$ cat src/rtl/ahb2_cmd_master.sv
// AHB2 (AHB-Lite) single-master bridge: valid/ready command stream in, pipelined single transfers out.
// Optional wait-state watchdog enabled by defining AHB2_MST_TIMEOUT_EN.
module ahb2_cmd_master #(
  parameter int unsigned ADDR_WIDTH     = 32,
  parameter int unsigned TIMEOUT_CYCLES = 256
) (
  input  logic                  clk,
  input  logic                  rst_n,
  input  logic                  req_valid,
  output logic                  req_ready,
  input  logic                  req_write,
  input  logic [ADDR_WIDTH-1:0] req_addr,
  input  logic [31:0]           req_wdata,
  output logic                  rsp_valid,
  output logic                  rsp_write,
  output logic [31:0]           rsp_rdata,
  output logic                  rsp_err,
  output logic [ADDR_WIDTH-1:0] haddr,
  output logic [1:0]            htrans,
  output logic                  hwrite,
  output logic [2:0]            hsize,
  output logic [2:0]            hburst,
  output logic [31:0]           hwdata,
  input  logic [31:0]           hrdata,
  input  logic                  hready,
  input  logic                  hresp,
  output logic                  timeout_err
);

  localparam logic [1:0] HtransIdle   = 2'b00;
  localparam logic [1:0] HtransNonseq = 2'b10;

  logic                  r_ap_valid;
  logic [ADDR_WIDTH-1:0] r_ap_addr;
  logic                  r_ap_write;
  logic [31:0]           r_ap_wdata;
  logic                  r_dp_valid;
  logic                  r_dp_write;
  logic [31:0]           r_dp_wdata;
  logic                  r_rsp_valid;
  logic                  r_rsp_write;
  logic [31:0]           r_rsp_rdata;
  logic                  r_rsp_err;

  logic w_accept;
  logic w_complete;
  logic w_unused_addr_lsb;

  assign w_unused_addr_lsb = ^req_addr[1:0];

  assign req_ready  = !r_ap_valid | hready;
  assign w_accept   = req_valid & req_ready;
  assign w_complete = r_dp_valid & hready;

  // AP/DP pipeline: both stages move together on hready; a new command may refill AP on that edge.
  always_ff @(posedge clk) begin
    if (!rst_n) begin
      r_ap_valid <= 1'b0;
      r_ap_addr  <= '0;
      r_ap_write <= 1'b0;
      r_ap_wdata <= '0;
      r_dp_valid <= 1'b0;
      r_dp_write <= 1'b0;
      r_dp_wdata <= '0;
    end else begin
      if (hready) begin
        r_dp_valid <= r_ap_valid;
        r_dp_write <= r_ap_write;
        // hwdata only changes when a write enters its data phase
        if (r_ap_valid && r_ap_write) begin
          r_dp_wdata <= r_ap_wdata;
        end
      end
      if (w_accept) begin
        r_ap_valid <= 1'b1;
        r_ap_addr  <= {req_addr[ADDR_WIDTH-1:2], 2'b00};
        r_ap_write <= req_write;
        r_ap_wdata <= req_wdata;
      end else if (hready) begin
        r_ap_valid <= 1'b0;
      end
    end
  end

  always_ff @(posedge clk) begin
    if (!rst_n) begin
      r_rsp_valid <= 1'b0;
      r_rsp_write <= 1'b0;
      r_rsp_rdata <= '0;
      r_rsp_err   <= 1'b0;
    end else begin
      r_rsp_valid <= w_complete;
      if (w_complete) begin
        r_rsp_write <= r_dp_write;
        r_rsp_rdata <= r_dp_write ? 32'h0 : hrdata;
        r_rsp_err   <= hresp;
      end
    end
  end

  assign htrans    = r_ap_valid ? HtransNonseq : HtransIdle;
  assign haddr     = r_ap_addr;
  assign hwrite    = r_ap_write;
  assign hsize     = 3'b010;
  assign hburst    = 3'b000;
  assign hwdata    = r_dp_wdata;
  assign rsp_valid = r_rsp_valid;
  assign rsp_write = r_rsp_write;
  assign rsp_rdata = r_rsp_rdata;
  assign rsp_err   = r_rsp_err;

`ifdef AHB2_MST_TIMEOUT_EN
  logic [15:0] r_to_cnt;
  logic        r_timeout;

  // Counts consecutive stalled cycles with work in flight; saturates so the flag cannot be missed.
  always_ff @(posedge clk) begin
    if (!rst_n) begin
      r_to_cnt  <= '0;
      r_timeout <= 1'b0;
    end else if (hready) begin
      r_to_cnt <= '0;
    end else if (r_ap_valid || r_dp_valid) begin
      if (r_to_cnt != 16'hFFFF) begin
        r_to_cnt <= r_to_cnt + 16'd1;
      end
      if ((32'(r_to_cnt) + 32'd1) >= TIMEOUT_CYCLES) begin
        r_timeout <= 1'b1;
      end
    end
  end

  assign timeout_err = r_timeout;
`else
  assign timeout_err = 1'b0;
`endif

endmodule

$ cat config.mk
export PLATFORM = sky130hd
export DESIGN_NAME = ahb2_cmd_master
export DESIGN_NICKNAME = d
export VERILOG_FILES = /design/src/rtl/ahb2_cmd_master.sv
export SDC_FILE = /design/constraint.sdc
export NUM_CORES = 1
export LEC_CHECK = 0
export CAP_MARGIN = 10
export CORE_MARGIN = 1.5
export CORE_UTILIZATION = 35
export CTS_CLUSTER_DIAMETER = 40
export DETAILED_ROUTE_END_ITERATION = 16
export MAX_ROUTING_LAYER = met4
export PLACE_DENSITY = 0.67
export SLEW_MARGIN = 20
export SYNTH_ARGS = -nofsm -noshare
export SYNTH_HDL_FRONTEND = slang
export SYNTH_SLANG_ARGS = --single-unit
export TNS_END_PERCENT = 10
$ cat constraint.sdc
create_clock -name clk -period 2.4 [get_ports clk]
set_input_delay 0.24 -clock clk [delete_from_list [all_inputs] [get_ports clk]]
set_output_delay 0.24 -clock clk [all_outputs]
set_load 0.03 [all_outputs]
==> summary.md, run 1 <==
| Metric | Value |
|---|---|
| GR Layer Usage met2 | 0.274 |
| Drt wl/cell | 13.3 um |
| Final Skew | 0.00608 ns |
| Vias/cell | 4.69 |
| Synth Cell Area | 0.00518 mm2 |
| Die height | 125 um |
| Multiplexer area fraction after synthesis | 0.126 |
| Unrepaired setup endpoints after global routing | false |
| Ranking of synthesized cells by area | dfxtp_1 (51%), mux2i_1 (13%), nand2_1 (12%), nand3b_1 (4.6%), a21boi_1 (4.1%) |
| Fin crit period | 2.03 ns |
| Area growth, synth to finish | 48.4% |
| Worst r2r src | r_ap_valid |
| Num CTS Buffers | 17 |
| Non-Filler Instances | 930 |
| Routed vias | 4365 |
| Final HPWL DP | 8350 um |
| Power Internal | 4.06 mW |
| Placer Congestion | 0.790 |
| Required time of the critical path | 2.16 ns |
| Vias in the first global route | 4306 |
| Fmax | 493 MHz |
| Starting density of the core | 0.358 |
| Rel. slew slack | 0.368 |
| Post-CTS Resized | 0 |
| Seq/Total Area, Yosys | 0.514 |
| FF-to-FF End | hwdata[7] |
| Layout cell share with drive strength beyond 1 | 0.0496 |
| Cells on worst reg2reg path | 4 |
| LEAKAGE | 2.99 nW |
| Worst-Margin Slew | 0.947 ns |
| Clk pwr share | 0.441 |
| Cells after synthesis | 558 |
| Final net count | 835 |
| FF+latch count, synth | 133 |
| Clk buf depth | 2 |
| P per Cell Area | 691 mW/mm2 |
| Hold path depth | 3 |
| Period utilization | 0.845 |
| Filler Cell Count | 1335 |
| Compound-Gate Fraction of Synth Area | 0.0816 |
| HP Class | in2reg |
| R2r setup slk | 0.89 ns |
| VDD IR-drop max | 0.414 mV |
| Sw frac | 0.237 |
| Initial antenna violation count | 0 |
| Critical path type | in2out |
| Largest family of logic cells by synthesized area | simple AND/OR/NAND/NOR gates |
| Cell accounting for the most synthesized area | dfxtp_1 |
| CTS Root Cell | clkbuf_16 |
| Multi-input logic area | 0.00219 mm2 |
| Postcts setup bufs | 0 |
| Avg Synthesized Cell Area | 9.29 um2 |
| Total negative slack | 0 ns |
| Most common cell after layout, fill and taps aside | clkdlybuf4s50_1 |
| Synth Area in XOR/XNOR | 0 |
| Reg area | 0.00266 mm2 |
| Sequential share of power | 0.439 |
| Worst EP arrival | 1.79 ns |
| Max-cap violations | 0 |
| Hold Crit Start | rst_n |
| Placed cells | 898 |
| Io pins | 212 |
| Hold EP | rsp_rdata[1] |
| YS warnings | 0 |
| Global route total overflow | 0 |
| Finished Core Util | 0.531 |
| Crit end category | primary output |
| Worst-skew pair later-pin latency | 0.40 ns |
| # H-tree levels | 4 |
| Share of the synthesized area in the top cell type | 0.514 |
| Tot GR Track Use | 0.167 |
| Setup crit start kind | input pin |
| Global route hottest layer | met2 |
| CTS Hold Bufs | 0 |
| M1 GR Usage | 0.192 |
| CP max FO | 7 |
| P_sw | 1.26 mW |
| # diodes | 0 |
| Clk sinks | 133 |
| Pins Over Slew Limit | 0 |
| Post-synthesis simple-gate area fraction | 0.209 |
| Pin count of the biggest net entering global routing | 101 |
| Met3 usage | 0.0554 |
| Most frequent cells in the layout | clkdlybuf4s50_1 (198), nand2_1 (163), dfxtp_1 (133) |
| Combinational Power Share | 0.120 |
| Core footprint | 0.0145 mm2 |
| Num rows | 44 |
| Final ANT Viol Nets | 0 |
| WL final | 12400 um |
| TritonCTS clock tree | yes |
| Number of I/O port buffers | 199 |
| Unique cell type count in the Yosys netlist | 20 |
| Adder-Cell Fraction of Synth Area | 0 |
| Worst-path clk slew | 0.05 ns |
| Die footprint | 0.0155 mm2 |
| Die W | 125 um |
| Setup violations, final | 0 |
| DR iter-0 viols | 253 |
| Final Hold Violating Endpoints | 0 |
| Detailed Routing Iterations Pass 1 | 4 |
| DRC | 0 |
| Status | finished clean |
| Wire length of the first global-routing pass | 20400 um |
Yosys cell counts (all sizes together):
cell type / number
nand2: 164
dfxtp: 133
mux2i: 65
buf: 37
a21boi: 35
nand3: 33
nand3b: 32
o21ai: 32
clkbuf: 19
conb: 2
nor2b: 2
and2: 1
and3: 1
inv: 1
nand2b: 1
layout make-up:
class | count | share of cell area
clock buffer | 22 | 0.0591
clock inverter | 10 | 0.0107
inverter | 1 | 0.000488
multi-input combinational | 376 | 0.285
sequential | 133 | 0.346
tap | 184 | 0.0299
timing repair buffer | 204 | 0.268
metrics by stage:
step | cell area, um2 | hold slack (ns) | setup slack, ns | total power, mW
floorplan | 5210 | 0.379 | 1.19 | 2.74
global placement | 7150 | 0.437 | 0.396 | 3.01
detailed placement | 7150 | 0.441 | 0.381 | 3.02
CTS | 7690 | 0.362 | 0.379 | 5.38
global route | 7690 | 0.368 | 0.314 | 5.54
finish | 7690 | 0.376 | 0.373 | 5.32
critical path, cell delays in order:
cell,delay [ns]
clkdlybuf4s50_1,0.62
nand2b_4,0.23
clkdlybuf4s50_1,0.70
state kept, by name, summed over array words and instances, names as in the netlist:
| register | cells |
|---|---|
| haddr | 30 |
| hwdata | 32 |
| hwrite | 1 |
| r_ap_valid | 1 |
| r_ap_wdata | 32 |
| r_dp_valid | 1 |
| r_dp_write | 1 |
| rsp_err | 1 |
| rsp_rdata | 32 |
| rsp_valid | 1 |
| rsp_write | 1 |
logic make-up (layout without fill, tap and decap cells):
| kind of cell | after synthesis | count (layout) |
|---|---|---|
| buf+inv | 57 | 237 |
| simple gates | 234 | 234 |
| compound gates | 67 | 67 |
| flops | 133 | 133 |
| mux | 65 | 65 |
| other cells | 2 | 10 |
how the worst max path moves through the flow:
stage                 from         end  slack, ns  depth (start not counted)
CTS                 hready   req_ready       0.38                          3
global route        hready   req_ready       0.31                          3
floorplan           hwrite  hwdata[10]       1.19                          4
global placement    hready   req_ready       0.40                          3
finish              hready   req_ready       0.37                          3
detailed placement  hready   req_ready       0.38                          3
routing by layer:
| metal | wire length, um | vias to the layer above |
|---|---|---|
| met5 | 0 | - |
| met4 | 163 | 0 |
| met3 | 689 | 15 |
| met2 | 5980 | 136 |
| met1 | 5520 | 2037 |
| li1 | - | 2177 |
power by group through the flow:
stage	Clock (mW)	Combinational, mW	Sequential [mW]
final	2.34	0.637	2.34
after global routing	2.51	0.685	2.34
after CTS	2.40	0.644	2.34
after detailed placement	0	0.641	2.38
after global placement	0	0.630	2.38
after floorplan	0	0.276	2.47
(Power assumes the default switching activity.)
==> run 2: changes to the inputs <==
--- a/config.mk
+++ b/config.mk
@@ -11,7 +11,7 @@
 export CTS_CLUSTER_DIAMETER = 40
 export DETAILED_ROUTE_END_ITERATION = 16
 export MAX_ROUTING_LAYER = met4
-export PLACE_DENSITY = 0.67
+export PLACE_DENSITY = 0.7
 export SLEW_MARGIN = 20
 export SYNTH_ARGS = -nofsm -noshare
 export SYNTH_HDL_FRONTEND = slang
==> constraint.sdc (replaced) <==
create_clock -name clk -period 1.79 [get_ports clk]
set_input_delay 0.179 -clock clk [delete_from_list [all_inputs] [get_ports clk]]
set_output_delay 0.179 -clock clk [all_outputs]
set_load 0.03 [all_outputs]
==> summary.md, run 2 (synthesis gave the netlist of run 1 again) <==
| Metric | Value |
|---|---|
| Status | finished clean |
| Die height | 125 um (unchanged) |
| Number of I/O port buffers | 199 (unchanged) |
| Most frequent cells in the layout | clkdlybuf4s50_1 (196), nand2_1 (163), dfxtp_1 (133) |
| Detailed Routing Iterations Pass 1 | 6 (+2) |
| Worst-path clk slew | 0.05 ns (about the same) |
| Num CTS Buffers | 17 (unchanged) |
| Num rows | 44 (unchanged) |
| Final net count | 845 (+1.2%) |
| Io pins | 212 (unchanged) |
| DP Area | 0.00728 mm2 (+1.7%) |
| Critical path type | reg2out |
| Layout cell share with drive strength beyond 1 | 0.0623 (+0.0127) |
| Pins Over Slew Limit | 0 (unchanged) |
| CTS Hold Bufs | 0 (unchanged) |
| Die footprint | 0.0155 mm2 (unchanged) |
| Setup violations, final | 0 (unchanged) |
| Final Skew | 0.00732 ns (+0.00124 ns) |
| Non-Filler Instances | 939 (+0.97%) |
| Fin crit period | 1.70 ns |
| CP max FO | 4 (-3) |
| TritonCTS clock tree | yes |
| Crit end category | primary output |
| Setup crit start kind | flop |
| Wire length of the first global-routing pass | 20600 um (+0.61%) |
| CTS Root Cell | clkbuf_16 |
| LEAKAGE | 3.12 nW (+4.3%) |
| Most common cell after layout, fill and taps aside | clkdlybuf4s50_1 |
| Max-cap violations | 0 (unchanged) |
| CP peak stage delay | 0.72 ns (+0.02 ns) |
| Routed vias | 4385 (+0.46%) |
| Final HPWL DP | 8670 um (+3.9%) |
| Starting density of the core | 0.358 (unchanged) |
| WP buf/inv | 1 (-1) |
| Total negative slack | 0 ns (unchanged) |
| Clk sinks | 133 (unchanged) |
| DRC | 0 (unchanged) |
| Placed cells | 908 (+1.1%) |
| Clk buf depth | 2 (unchanged) |
| WL final | 12500 um (+1.3%) |
| Pin count of the biggest net entering global routing | 82 (-19%) |
| Filler Cell Count | 1265 (-5.2%) |
| # diodes | 0 (unchanged) |
| Final instance area | 0.00793 mm2 (+3.2%) |
| Placer Congestion | 0.720 (-8.9%) |
| P per Cell Area | 992 mW/mm2 (+44%) |
| Postcts setup bufs | 0 (unchanged) |
| Final Hold Violating Endpoints | 0 (unchanged) |
| Worst EP arrival | 1.52 ns (-0.27 ns) |
| Global route total overflow | 0 (unchanged) |
| Worst-skew pair later-pin latency | 0.41 ns (about the same) |
| Area growth, synth to finish | 53.1% |
| CP cell instances | clkdlybuf4s50_1 |
| Vias/cell | 4.67 (-0.50%) |
| Final ANT Viol Nets | 0 (unchanged) |
| VDD IR-drop max | 0.690 mV (+67%) |
| Drt wl/cell | 13.3 um (+0.36%) |
| Post-CTS Resized | 0 (unchanged) |
| Initial antenna violation count | 0 (unchanged) |
| Fmax | 589 MHz |
| Critical-path top delay cell | clkdlybuf4s50_1 |
| Die W | 125 um (unchanged) |
| DR iter-0 viols | 166 (-34%) |
| Required time of the critical path | 1.61 ns (-0.55 ns) |
| Tot GR Track Use | 0.167 (+0.000644) |
| Crit-path leading delay family | buffers and inverters |
| # H-tree levels | 4 (unchanged) |
| HP Class | in2reg |
| Core footprint | 0.0145 mm2 (unchanged) |
| Period utilization | 0.948 |
| Unrepaired setup endpoints after global routing | false |
| Tot Pwr | 7.87 mW (+48%) |
| Vias in the first global route | 4326 (+0.46%) |
run 2: cell types whose count changed in the layout (fill, tap and decap cells not counted), sizes merged:
cell,change
buf,+11
bufinv,+5
clkinv,-5
clkdlybuf4s50,-2
clkinvlp,-1
dlymetal6s2s,+1
run 2: layout make-up:
cell class | count | area, um2 | area share
clock inverters | 9 | 200 | 0.0252
multi-input cells | 376 | 2190 | 0.276
flip-flops and latches | 133 | 2660 | 0.336
inverters | 1 | 3.75 | 0.000473
repair buffers | 214 | 2190 | 0.276
clock buffers | 22 | 454 | 0.0573
well taps | 184 | 230 | 0.0290
run 2: worst min-delay path, delay by kind of cell:
family                 cells  cell delay (ns)
buffers and inverters      1             0.18
AND/OR/NAND/NOR            1             0.08
multiplexers               1             0.05
run 2: final timing paths:
| kind | startpoint | endpoint | slack [ns] | cells after the start |
|---|---|---|---|---|
| max reg2reg | r_ap_valid | r_ap_wdata[13] | 0.50 | 4 |
| max | hwrite | hwrite | 0.09 | 1 |
| min reg2reg | rsp_rdata[8] | rsp_rdata[8] | 0.45 | 2 |
| min | rst_n | r_ap_wdata[17] | 0.13 | 3 |
run 2: where the power goes:
| part | internal (mW) | switching, mW | leakage (nW) |
|---|---|---|---|
| Combinational | 0.457 | 0.433 | 1.73 |
| Sequential | 3.08 | 0.0479 | 1.08 |
| Clock | 2.64 | 1.22 | 0.310 |
run 2: routing by layer:
metal,global-route usage,share of wire,vias to the layer above
li1,-,-,2202
met1,0.192,0.44,2023
met3,0.0460,0.054,16
met2,0.278,0.49,144
met4,0.0656,0.017,0
met5,-,0,-
run 2: stage by stage:
stage               setup WS [ns]   util  hold WS (ns)
floorplan                   0.583      -         0.318
global route               0.0498  0.548         0.152
detailed placement          0.205  0.503         0.445
finish                     0.0929  0.548         0.133
global placement            0.297  0.503         0.437
CTS                        0.0226  0.548         0.119
